===== src/rtl/tb_cmd_sched_rr_arbiter.sv =====
// Round-robin arbiter: combinational pick starting after the last accepted
// winner; the pointer only advances when the caller accepts the grant.
module rr_arbiter #(
  parameter int N = 4
) (
  input  logic                                  clk,
  input  logic                                  rst,
  input  logic [N-1:0]                          i_req,
  input  logic                                  i_accept,
  output logic [N-1:0]                          o_grant,
  output logic [((N > 1) ? $clog2(N) : 1)-1:0]  o_idx
);

  localparam int IDX_W = (N > 1) ? $clog2(N) : 1;

  logic [IDX_W-1:0] last_q;
  logic [IDX_W-1:0] last_d;

  always_comb begin : rr_search
    logic             found;
    logic [IDX_W-1:0] cand;
    found   = 1'b0;
    cand    = '0;
    o_grant = '0;
    o_idx   = '0;
    for (int i = 1; i <= N; i++) begin
      cand = IDX_W'((int'(last_q) + i) % N);
      if (!found && i_req[cand]) begin
        found          = 1'b1;
        o_grant[cand]  = 1'b1;
        o_idx          = cand;
      end
    end
  end

  always_comb begin
    last_d = last_q;
    if (i_accept) begin
      last_d = o_idx;
    end
  end

  // Pointer resets to the last requester so requester 0 wins first.
  always_ff @(posedge clk or posedge rst) begin
    if (rst) begin
      last_q <= IDX_W'(N - 1);
    end else begin
      last_q <= last_d;
    end
  end

endmodule


===== config.mk =====
export PLATFORM = sky130hd
export DESIGN_NAME = rr_arbiter
export DESIGN_NICKNAME = d
export VERILOG_FILES = /design/src/rtl/tb_cmd_sched_rr_arbiter.sv
export SDC_FILE = /design/constraint.sdc
export NUM_CORES = 1
export LEC_CHECK = 0
export CORE_AREA = 2 2 39 41
export CTS_CLUSTER_SIZE = 14
export DETAILED_ROUTE_END_ITERATION = 7
export DIE_AREA = 0 0 41 43
export HOLD_SLACK_MARGIN = 0.1
export PLACE_DENSITY = 0.7
export SETUP_SLACK_MARGIN = 0.1
export SYNTH_ARGS = -nofsm -noshare
export SYNTH_HDL_FRONTEND = slang
export SYNTH_SLANG_ARGS = --single-unit

===== constraint.sdc =====
create_clock -name clk -period 6.15 [get_ports clk]
set_clock_uncertainty 0.05 [all_clocks]
set_input_delay 0.615 -clock clk [delete_from_list [all_inputs] [get_ports clk]]
set_output_delay 0.615 -clock clk [all_outputs]
set_load 0.02 [all_outputs]

==> metrics.yaml, run 1 <==
layout:
  largest_register_ffs: 2
  area_growth_pct: 24.89
  largest_registers: "last_q: 2 flops"
  drive_above_1_share_pct: 16.46
  top_register: "last_q"
  nets: 96
  n_antenna_cell: 0
floorplan:
  fp.dieW_um: 41
  start_util_pct: 41.05
  die_area_sq_um: 1763
  core_area_sq_um: 1384
  pin_count: 13
  num_rows: 14
  die_h_um: 43
clocking:
  clock_latency_ps: 220
  clk_pin_slew_ps: 30
  cts_root_buf: "clkbuf_4"
  cts_sinks: 2
  ctsResizeCount: 0
  cts_setup_buffers: 0
  clock_path_buffers: 2
  hold_buffers: 0
  htreeDepth: 1
  cts_tree: "done"
  cts_made_buffers: 3
logic_synthesis:
  yosys.area.top_type: "ha_1"
  ys_ff_latch: 2
  synthCells: 67
  synth.area.top_cells: "ha_1, dfstp_2, mux4_1, a31oi_1, o21ai_0"
  ys_types: 26
  syn_area_sq_um: 568.0
  syn_avg_cell_area_sq_um: 8.478
  ys_seq_area_share_pct: 9.251
  syn_nets: 82
  ys_warn_count: 0
  yosysTopAreaCellShare_pct: 17.62
placed_design:
  gp_congestion: 0.7517
  dp_hpwl_um: 920.8
  numPortBuffers: 12
global_route:
  grt_max_degree: 18
  grt_pass1_vias: 485
  grtUsageTotal_pct: 17.86
  antenna_found_initial: 0
  grt_pass1_wl_um: 2125
  overflow: 0
hold_path:
  whs_path_depth: 1
  min_path_type: "flop to flop"
  hold_path_startpoint: "last_q[1]"
sta:
  finalHoldViolations: 0
  fmax_mhz: 251.2
  finalCritPeriodShare_pct: 64.73
  worstMarginPinSlew_ps: 342.5
  fin_crit_ps: 3981
  setup-violations-final: 0
  relSlewSlack_pct: 77.17
  slew_violations: 0
  rsz0062_at_grt: "no"
  setup_tns_ps: 0
setup_path:
  crit_start: "last_q[0]"
  cp-end-kind: "output port"
  worstPathMaxFanout: 17
  reg2regPathDepth: 6
  reg2reg_from: "last_q[0]"
  critical_path_required_ps: 5480
  start_kind: "flop"
  arrival_ps: 3320
  crit_type: "flop to output port"
run_status:
  outcome: "complete, no violations"
drt:
  wl_per_cell_um: 13.18
  drt-pass1-iter-count: 4
  vias_per_cell: 5.789
  vias: 550
  postRouteAntennaNets: 0
  drt_iter0_markers: 9
  drc: 0
  wirelength_um: 1252
run:
  maxCapViolCount: 0
==> cells in the final DEF (no fill, tap or decap), types with 2 or more instances in the layout <==
cell type and n:
dfstp_2 2, mux4_1 2, a21oi_1 4, and2b_2 2
o21ai_0 6, mux2i_1 2, ha_1 8, a31oi_1 5
clkbuf_4 3, inv_1 6, and2_1 4, clkdlybuf4s50_1 12
nor2_1 5, a22oi_1 4, mux2_2 2, nand2_1 2
==> area by class of cell <==
class | instances | area (sq um)
Multi-Input combinational cell | 56 | 471.7
Tap cell | 16 | 20.02
Sequential cell | 2 | 52.55
Timing Repair Buffer | 12 | 120.1
Clock buffer | 3 | 22.52
Inverter | 6 | 22.52
Fill cell | 127 | 674.4
==> metal layers <==
metal	global-route usage (%)	share of wire (%)
met4	8.000	2.0
met1	23.86	47
met5	0	0
met3	4.712	3.4
met2	25.94	48
==> cells in the mapped netlist <==
cell type,instances
a31oi_1,5
mux4_2,1
and2_1,4
a32o_1,1
and2b_2,2
a22oi_1,4
clkbuf_1,2
and3_1,1
o22a_1,1
nor2_1,5
nand2_1,2
a21o_2,1
mux2_2,2
o21ai_0,6
ha_1,8
o21a_1,1
o21bai_1,1
a221o_1,1
dfstp_2,2
mux2i_1,2
inv_1,6
mux4_1,2
a21oi_1,4
nor2_2,1
clkbuf_8,1
and2_4,1
==> stage by stage <==
stage	setup slack (ps)	util, %	area [sq um]	hold slack (ps)	cells
after global placement	2402	49.64	686.9	548.3	92
final	2169	51.27	709.4	544.9	95
after detailed placement	2371	49.64	686.9	536.4	92
after CTS	2158	51.27	709.4	543.7	95
after floorplan	2918	-	568.0	476.5	67
after global routing	1945	51.27	709.4	547.6	95
==> worst paths after layout <==
kind,to,slack (ps)
max reg2reg,last_q[1],3380
max,o_grant[0],2170
max in group asynchronous,last_q[1],5360
min,last_q[1],540
min in group asynchronous,last_q[0],670
min reg2reg,last_q[1],540
==> cell families (layout without fill, tap and decap cells) <==
group | count (synthesis) | after routing | synth area share (%)
flops | 2 | 2 | 9.251
mux | 7 | 7 | 20.70
buf+inv | 9 | 21 | 7.709
simple gates | 16 | 16 | 15.86
fa+ha+maj | 8 | 8 | 17.62
compound gates | 25 | 25 | 28.86
==> critical path, cell delays in order (launching register included) <==
cell	delay, ps
dfstp_2	730
inv_1	170
ha_1	420
and2b_2	230
o21ai_0	240
and3_1	350
a31oi_1	140
o21ai_0	170
clkdlybuf4s50_1	620
Power of run 1 is not shown: default switching activity piles up to over one toggle a cycle in this logic, so the estimate is an artifact.
==> run 2: changes to the inputs <==
--- a/config.mk
+++ b/config.mk
@@ -5,12 +5,12 @@
 export SDC_FILE = /design/constraint.sdc
 export NUM_CORES = 1
 export LEC_CHECK = 0
-export CORE_AREA = 2 2 39 41
+export CORE_AREA = 2 2 40 42
 export CTS_CLUSTER_SIZE = 14
 export DETAILED_ROUTE_END_ITERATION = 7
-export DIE_AREA = 0 0 41 43
+export DIE_AREA = 0 0 42 44
 export HOLD_SLACK_MARGIN = 0.1
-export PLACE_DENSITY = 0.7
+export PLACE_DENSITY = 0.69
 export SETUP_SLACK_MARGIN = 0.1
 export SYNTH_ARGS = -nofsm -noshare
 export SYNTH_HDL_FRONTEND = slang
==> constraint.sdc (replaced) <==
create_clock -name clk -period 3.52 [get_ports clk]
set_clock_uncertainty 0.05 [all_clocks]
set_input_delay 0.352 -clock clk [delete_from_list [all_inputs] [get_ports clk]]
set_output_delay 0.352 -clock clk [all_outputs]
set_load 0.02 [all_outputs]
==> run 2 against run 1 <==
  * Sequential cell count is the same
  * Via count grew 4.5%
  * Hold slack lost 150 ps
  * Critical path depth shrank 1
  * Cell area grew 5.5%
  * Cell count grew 2.1%
  * Register-to-register slack lost 2400 ps
  * Utilization grew 1.5 points
  * Critical endpoint is now o_grant[3]
==> metrics.yaml, run 2 (same netlist as run 1, synthesis figures left out) <==
run_status:
  outcome: "complete, no violations"
setup_path:
  worstPathMaxFanout: 8
  start_kind: "flop"
  arrival_ps: 2890
  critical-path-top-delay-family: "buffers and inverters"
  path_buf_inv: 2
  slowest_stage: "dfstp_2"
  cp_cell_sequence: "inv_1, ha_4, mux4_1, and2_4, a22oi_1, o21ai_0, clkdlybuf4s50_1"
  cp-end-kind: "output port"
  critical_path_required_ps: 3120
  crit_type: "flop to output port"
  critPathMaxStageDelay_ps: 600
sta:
  rsz0062_at_grt: "no"
  relSlewSlack_pct: 85.44
  slew_violations: 0
  finalCritPeriodShare_pct: 93.65
  worstMarginPinSlew_ps: 216.1
  setup_tns_ps: 0
  fin_crit_ps: 3296
  finalHoldViolations: 0
  fmax_mhz: 303.4
  setup-violations-final: 0
  whs_ps: 391.5
floorplan:
  num_rows: 14
  die_h_um: 44
  start_util_pct: 40.04
  fp.dieW_um: 42
  core_area_sq_um: 1419
  pin_count: 13
  die_area_sq_um: 1848
placed_design:
  placed_area_sq_um: 701.9
  numPortBuffers: 12
  dp_hpwl_um: 954.8
  gp_congestion: 0.8450
global_route:
  antenna_found_initial: 0
  grt_pass1_wl_um: 2194
  grt_max_degree: 17
  grt_pass1_vias: 520
  overflow: 0
  grtUsageTotal_pct: 15.84
clocking:
  cts_made_buffers: 3
  cts_root_buf: "clkbuf_4"
  cts_tree: "done"
  cts_sinks: 2
  cts_setup_buffers: 0
  clk_pin_slew_ps: 40
  htreeDepth: 1
  clock_latency_ps: 240
  clock_path_buffers: 2
drt:
  drc: 0
  wirelength_um: 1327
  drt_iter0_markers: 22
  vias_per_cell: 5.928
  postRouteAntennaNets: 0
  wl_per_cell_um: 13.68
  drt-pass1-iter-count: 4
  vias: 575
layout:
  seq_area_sq_um: 52.55
  largest_registers: "last_q: 2 flops"
  top_register: "last_q"
  drive_above_1_share_pct: 20.99
  layout_commonest_cell: "clkdlybuf4s50_1"
  area_growth_pct: 31.72
  final.fill_count: 132
  nets: 98
  n_antenna_cell: 0
  final_cell_mix: "clkdlybuf4s50_1, ha_1, inv_1"
  design_area_sq_um: 748.2
  multi_input_area_sq_um: 489.2
  largest_register_ffs: 2
run:
  maxCapViolCount: 0
hold_path:
  min_path_type: "input port to async pin"
## run 2: cell count changes in the layout (fill, tap and decap cells not counted)
cell,before,now
o21ai_0,6,5
ha_1,8,7
o21ai_1,0,1
dlygate4sd2_1,0,1
and3_1,1,0
ha_4,0,1
dlymetal6s2s_1,0,3
clkdlybuf4s50_1,12,8
buf_4,0,2
and3_4,0,1
## run 2: path summary, 6_finish.rpt
path	from	end	slack (ps)	cells after the start
min in group clk	last_q[1]	last_q[1]	520	1
max	last_q[1]	o_grant[3]	220	7
max in group asynchronous	rst	last_q[1]	2990	2
min	rst	last_q[0]	390	2
min reg2reg	last_q[1]	last_q[1]	520	1
max reg2reg	last_q[1]	last_q[1]	1010	6
## run 2: worst reg2reg max path: stages (launching register included)
cell	delay (ps)
dfstp_2	600
inv_1	150
ha_4	330
mux4_1	590
and2_4	200
a221o_1	310
o22a_1	200
## run 2: cell type report
class | count | area share, %
clock buffer | 3 | 3.010
tap | 16 | 2.676
sequential | 2 | 7.023
inverter | 6 | 3.010
timing repair buffer | 14 | 18.90
multi-input combinational | 56 | 65.38
## run 2: per-stage QoR
| stage | setup slack, ps | utilization, % | cells |
|---|---|---|---|
| 2_1_floorplan | 550.9 | - | 67 |
| 3_3_place_gp | 297.1 | 49.47 | 94 |
| 3_5_place_dp | 250.0 | 49.47 | 94 |
| 4_1_cts | 107.4 | 51.85 | 97 |
| 5_1_grt | 109.0 | 52.73 | 97 |
| 6_report | 223.7 | 52.73 | 97 |
## run 2: repair_timing
action / in CTS / in global routing
gates resized for setup: 2 / 6
hold buffers: 0 / 0
setup endpoints to repair: 6 / 5
## run 2: routing by layer
layer / GRT usage [%] / up-vias / routed length (um)
met5: 0 / - / 0
met4: 9.677 / 0 / 42
met3: 2.500 / 6 / 78
met2: 27.19 / 29 / 641
met1: 18.58 / 263 / 564
li1: - / 277 / -
Power of run 2 is left out for the same reason.
==> variant (config.mk and constraints of run 2) <==
Reset style: synchronous (`rst`), changed in one clocked block.
--- a/src/rtl/tb_cmd_sched_rr_arbiter.sv
+++ b/src/rtl/tb_cmd_sched_rr_arbiter.sv
@@ -41,7 +41,7 @@
   end
 
   // Pointer resets to the last requester so requester 0 wins first.
-  always_ff @(posedge clk or posedge rst) begin
+  always_ff @(posedge clk) begin
     if (rst) begin
       last_q <= IDX_W'(N - 1);
     end else begin
Formal check against the unedited RTL: differs if rst is asserted again (counterexample within 4 cycles, from zero or initial values and one cycle with rst high); with rst held inactive, the same outputs for 10 cycles.
==> variant against run 2 <==
  * Area after synthesis increased by 10%
  * Sequential share of layout area fell by 1.8 points
  * Final cell count rose by 5.2%
  * First-iteration DRC count decreased by 18%
  * Worst hold slack better by 0.17 ns
  * Sequential cell count unchanged
  * Critical path type unchanged
  * Setup slack gained 0.079 ns
  * Wire length is 14% higher
  * Register-to-register slack improved by 0.37 ns
  * Design area is 5.4% higher
  * Critical endpoint is now o_grant[2]
==> variant: results (changes against run 2) <==
Logic synthesis
  • Post-Synth XOR/XNOR Area: 0% (unchanged)
  • Fraction of the mapped netlist area in compound gates: 30.94% (+2.1 points)
  • Share of cell area taken by muxes after synthesis: 23.75% (+3.0 points)
  • Most area-consuming cells after synthesis: sky130_fd_sc_hd__ha_1 16%, sky130_fd_sc_hd__mux2_2 7.2%, sky130_fd_sc_hd__mux4_2 7.2%
  • Post-synth net total: 86 (+4.9%)
  • Post-synthesis adder-cell area fraction: 15.97% (-1.7 points)
  • Main flop type after synthesis: sky130_fd_sc_hd__dfxtp_1
  • Number of library cell types mapped by synthesis: 34 (+31%)
  • Count of yosys warnings during synthesis: 0 (unchanged)
  • Register area share after synthesis: 6.387% (-2.9 points)

Clock network
  • Clock latency on the worst-skew pair: 0.22 ns (-0.02 ns)
  • Max clock buf depth: 2 (unchanged)

Detailed routing
  • Routed wirelength normalized by instance count: 14.81 um (+8.3%)
  • Starting DRC count in detailed routing: 18 (-18%)
  • Post-detailed-route via-to-cell ratio: 6.225 (+5.0%)

Worst setup path
  • Endpoint of the most critical register-to-register path: last_q[1]$_SDFFE_PP1P_
  • Crit path max fanout: 9 (+1)
  • Cell with the biggest individual delay on the critical path: sky130_fd_sc_hd__clkdlybuf4s50_1
  • Critical Path End: o_grant[2]
  • Timing startpoint of the critical path: last_q[1]$_SDFFE_PP1P_
  • Highest cell delay on the worst timing path: 0.62 ns (+0.02 ns)
  • RR Startpoint: last_q[1]$_SDFFE_PP1P_
  • Depth of the worst register-to-register path: 7 (+1)
  • Internal reg-to-reg setup slack: 1.38 ns (+0.37 ns)

Worst hold path
  • Path class of the lowest-slack min-delay path: reg -> reg

GRT
  • Gr usage total: 19.14% (+3.3 points)
  • Global-route wire length before repair: 2.642 mm (+20%)
  • Number of global-route vias before repair: 580 (+12%)
  • Maximum number of pins on one net before global-route repair: 15 (-2)

STA
  • Transition time at the pin with the least slew margin: 0.3109 ns (+0.09485 ns)

Finish
  • Filler instances: 114 (-14%)
  • NumNets Final: 103 (+5.1%)
  • Share of layout cells above drive strength 1: 23.26% (+2.3 points)

Placed design
  • Instance area after placement: 762.0 um2 (+8.6%)

Status
  • Status: completed
variant: cell types whose count changed in the layout (fill, tap and decap cells not counted), moves of 4 or more:
cell,delta
sky130_fd_sc_hd__a31oi_1,-5
sky130_fd_sc_hd__nand2_1,+5
sky130_fd_sc_hd__clkdlybuf4s50_1,+4
sky130_fd_sc_hd__o2bb2a_1,+4
variant: critical path, delay by kind of cell (launching register included):
family	cells	cell delay, ns
AO/OA/AOI/OAI	4	0.93
buffers and inverters	3	0.82
adder cells (fa/ha/maj)	1	0.41
flip-flops	1	0.42
variant: through the flow:
stage | util, % | setup WS, ns | cells | hold slack (ns)
finish | 55.56 | 0.3031 | 102 | 0.5588
detailed placement | 53.70 | 0.3342 | 99 | 0.6297
global route | 55.56 | 0.1063 | 102 | 0.6116
global placement | 53.70 | 0.3946 | 99 | 0.6115
CTS | 55.38 | 0.1991 | 102 | 0.5656
floorplan | - | 0.7163 | 71 | 0.4150
variant: metal layers:
| layer | up-vias | GRT usage, % | wire length, um |
|---|---|---|---|
| li1 | 314 | - | - |
| met1 | 299 | 25.63 | 695 |
| met2 | 22 | 28.75 | 727 |
| met3 | 0 | 4.583 | 88 |
| met4 | 0 | 9.677 | 0 |
| met5 | - | 0 | 0 |
variant: final cells by class:
class | count | area (um2) | area share, %
Timing Repair Buffer | 15 | 142.6 | 18.10
Clock buffer | 3 | 22.52 | 2.857
Tap cell | 16 | 20.02 | 2.540
Inverter | 4 | 15.01 | 1.905
Sequential cell | 2 | 41.29 | 5.238
Multi-Input combinational cell | 62 | 546.8 | 69.37
variant: power breakdown:
group          switching, mW  internal (mW)
clock network         0.0134         0.0377
logic                  0.140          0.128
registers            0.00581         0.0270
variant: what timing repair did:
action,in CTS,in global routing
setup endpoints to repair,3,5
resized for setup,1,2
setup buffers,0,0
pin swaps,0,0
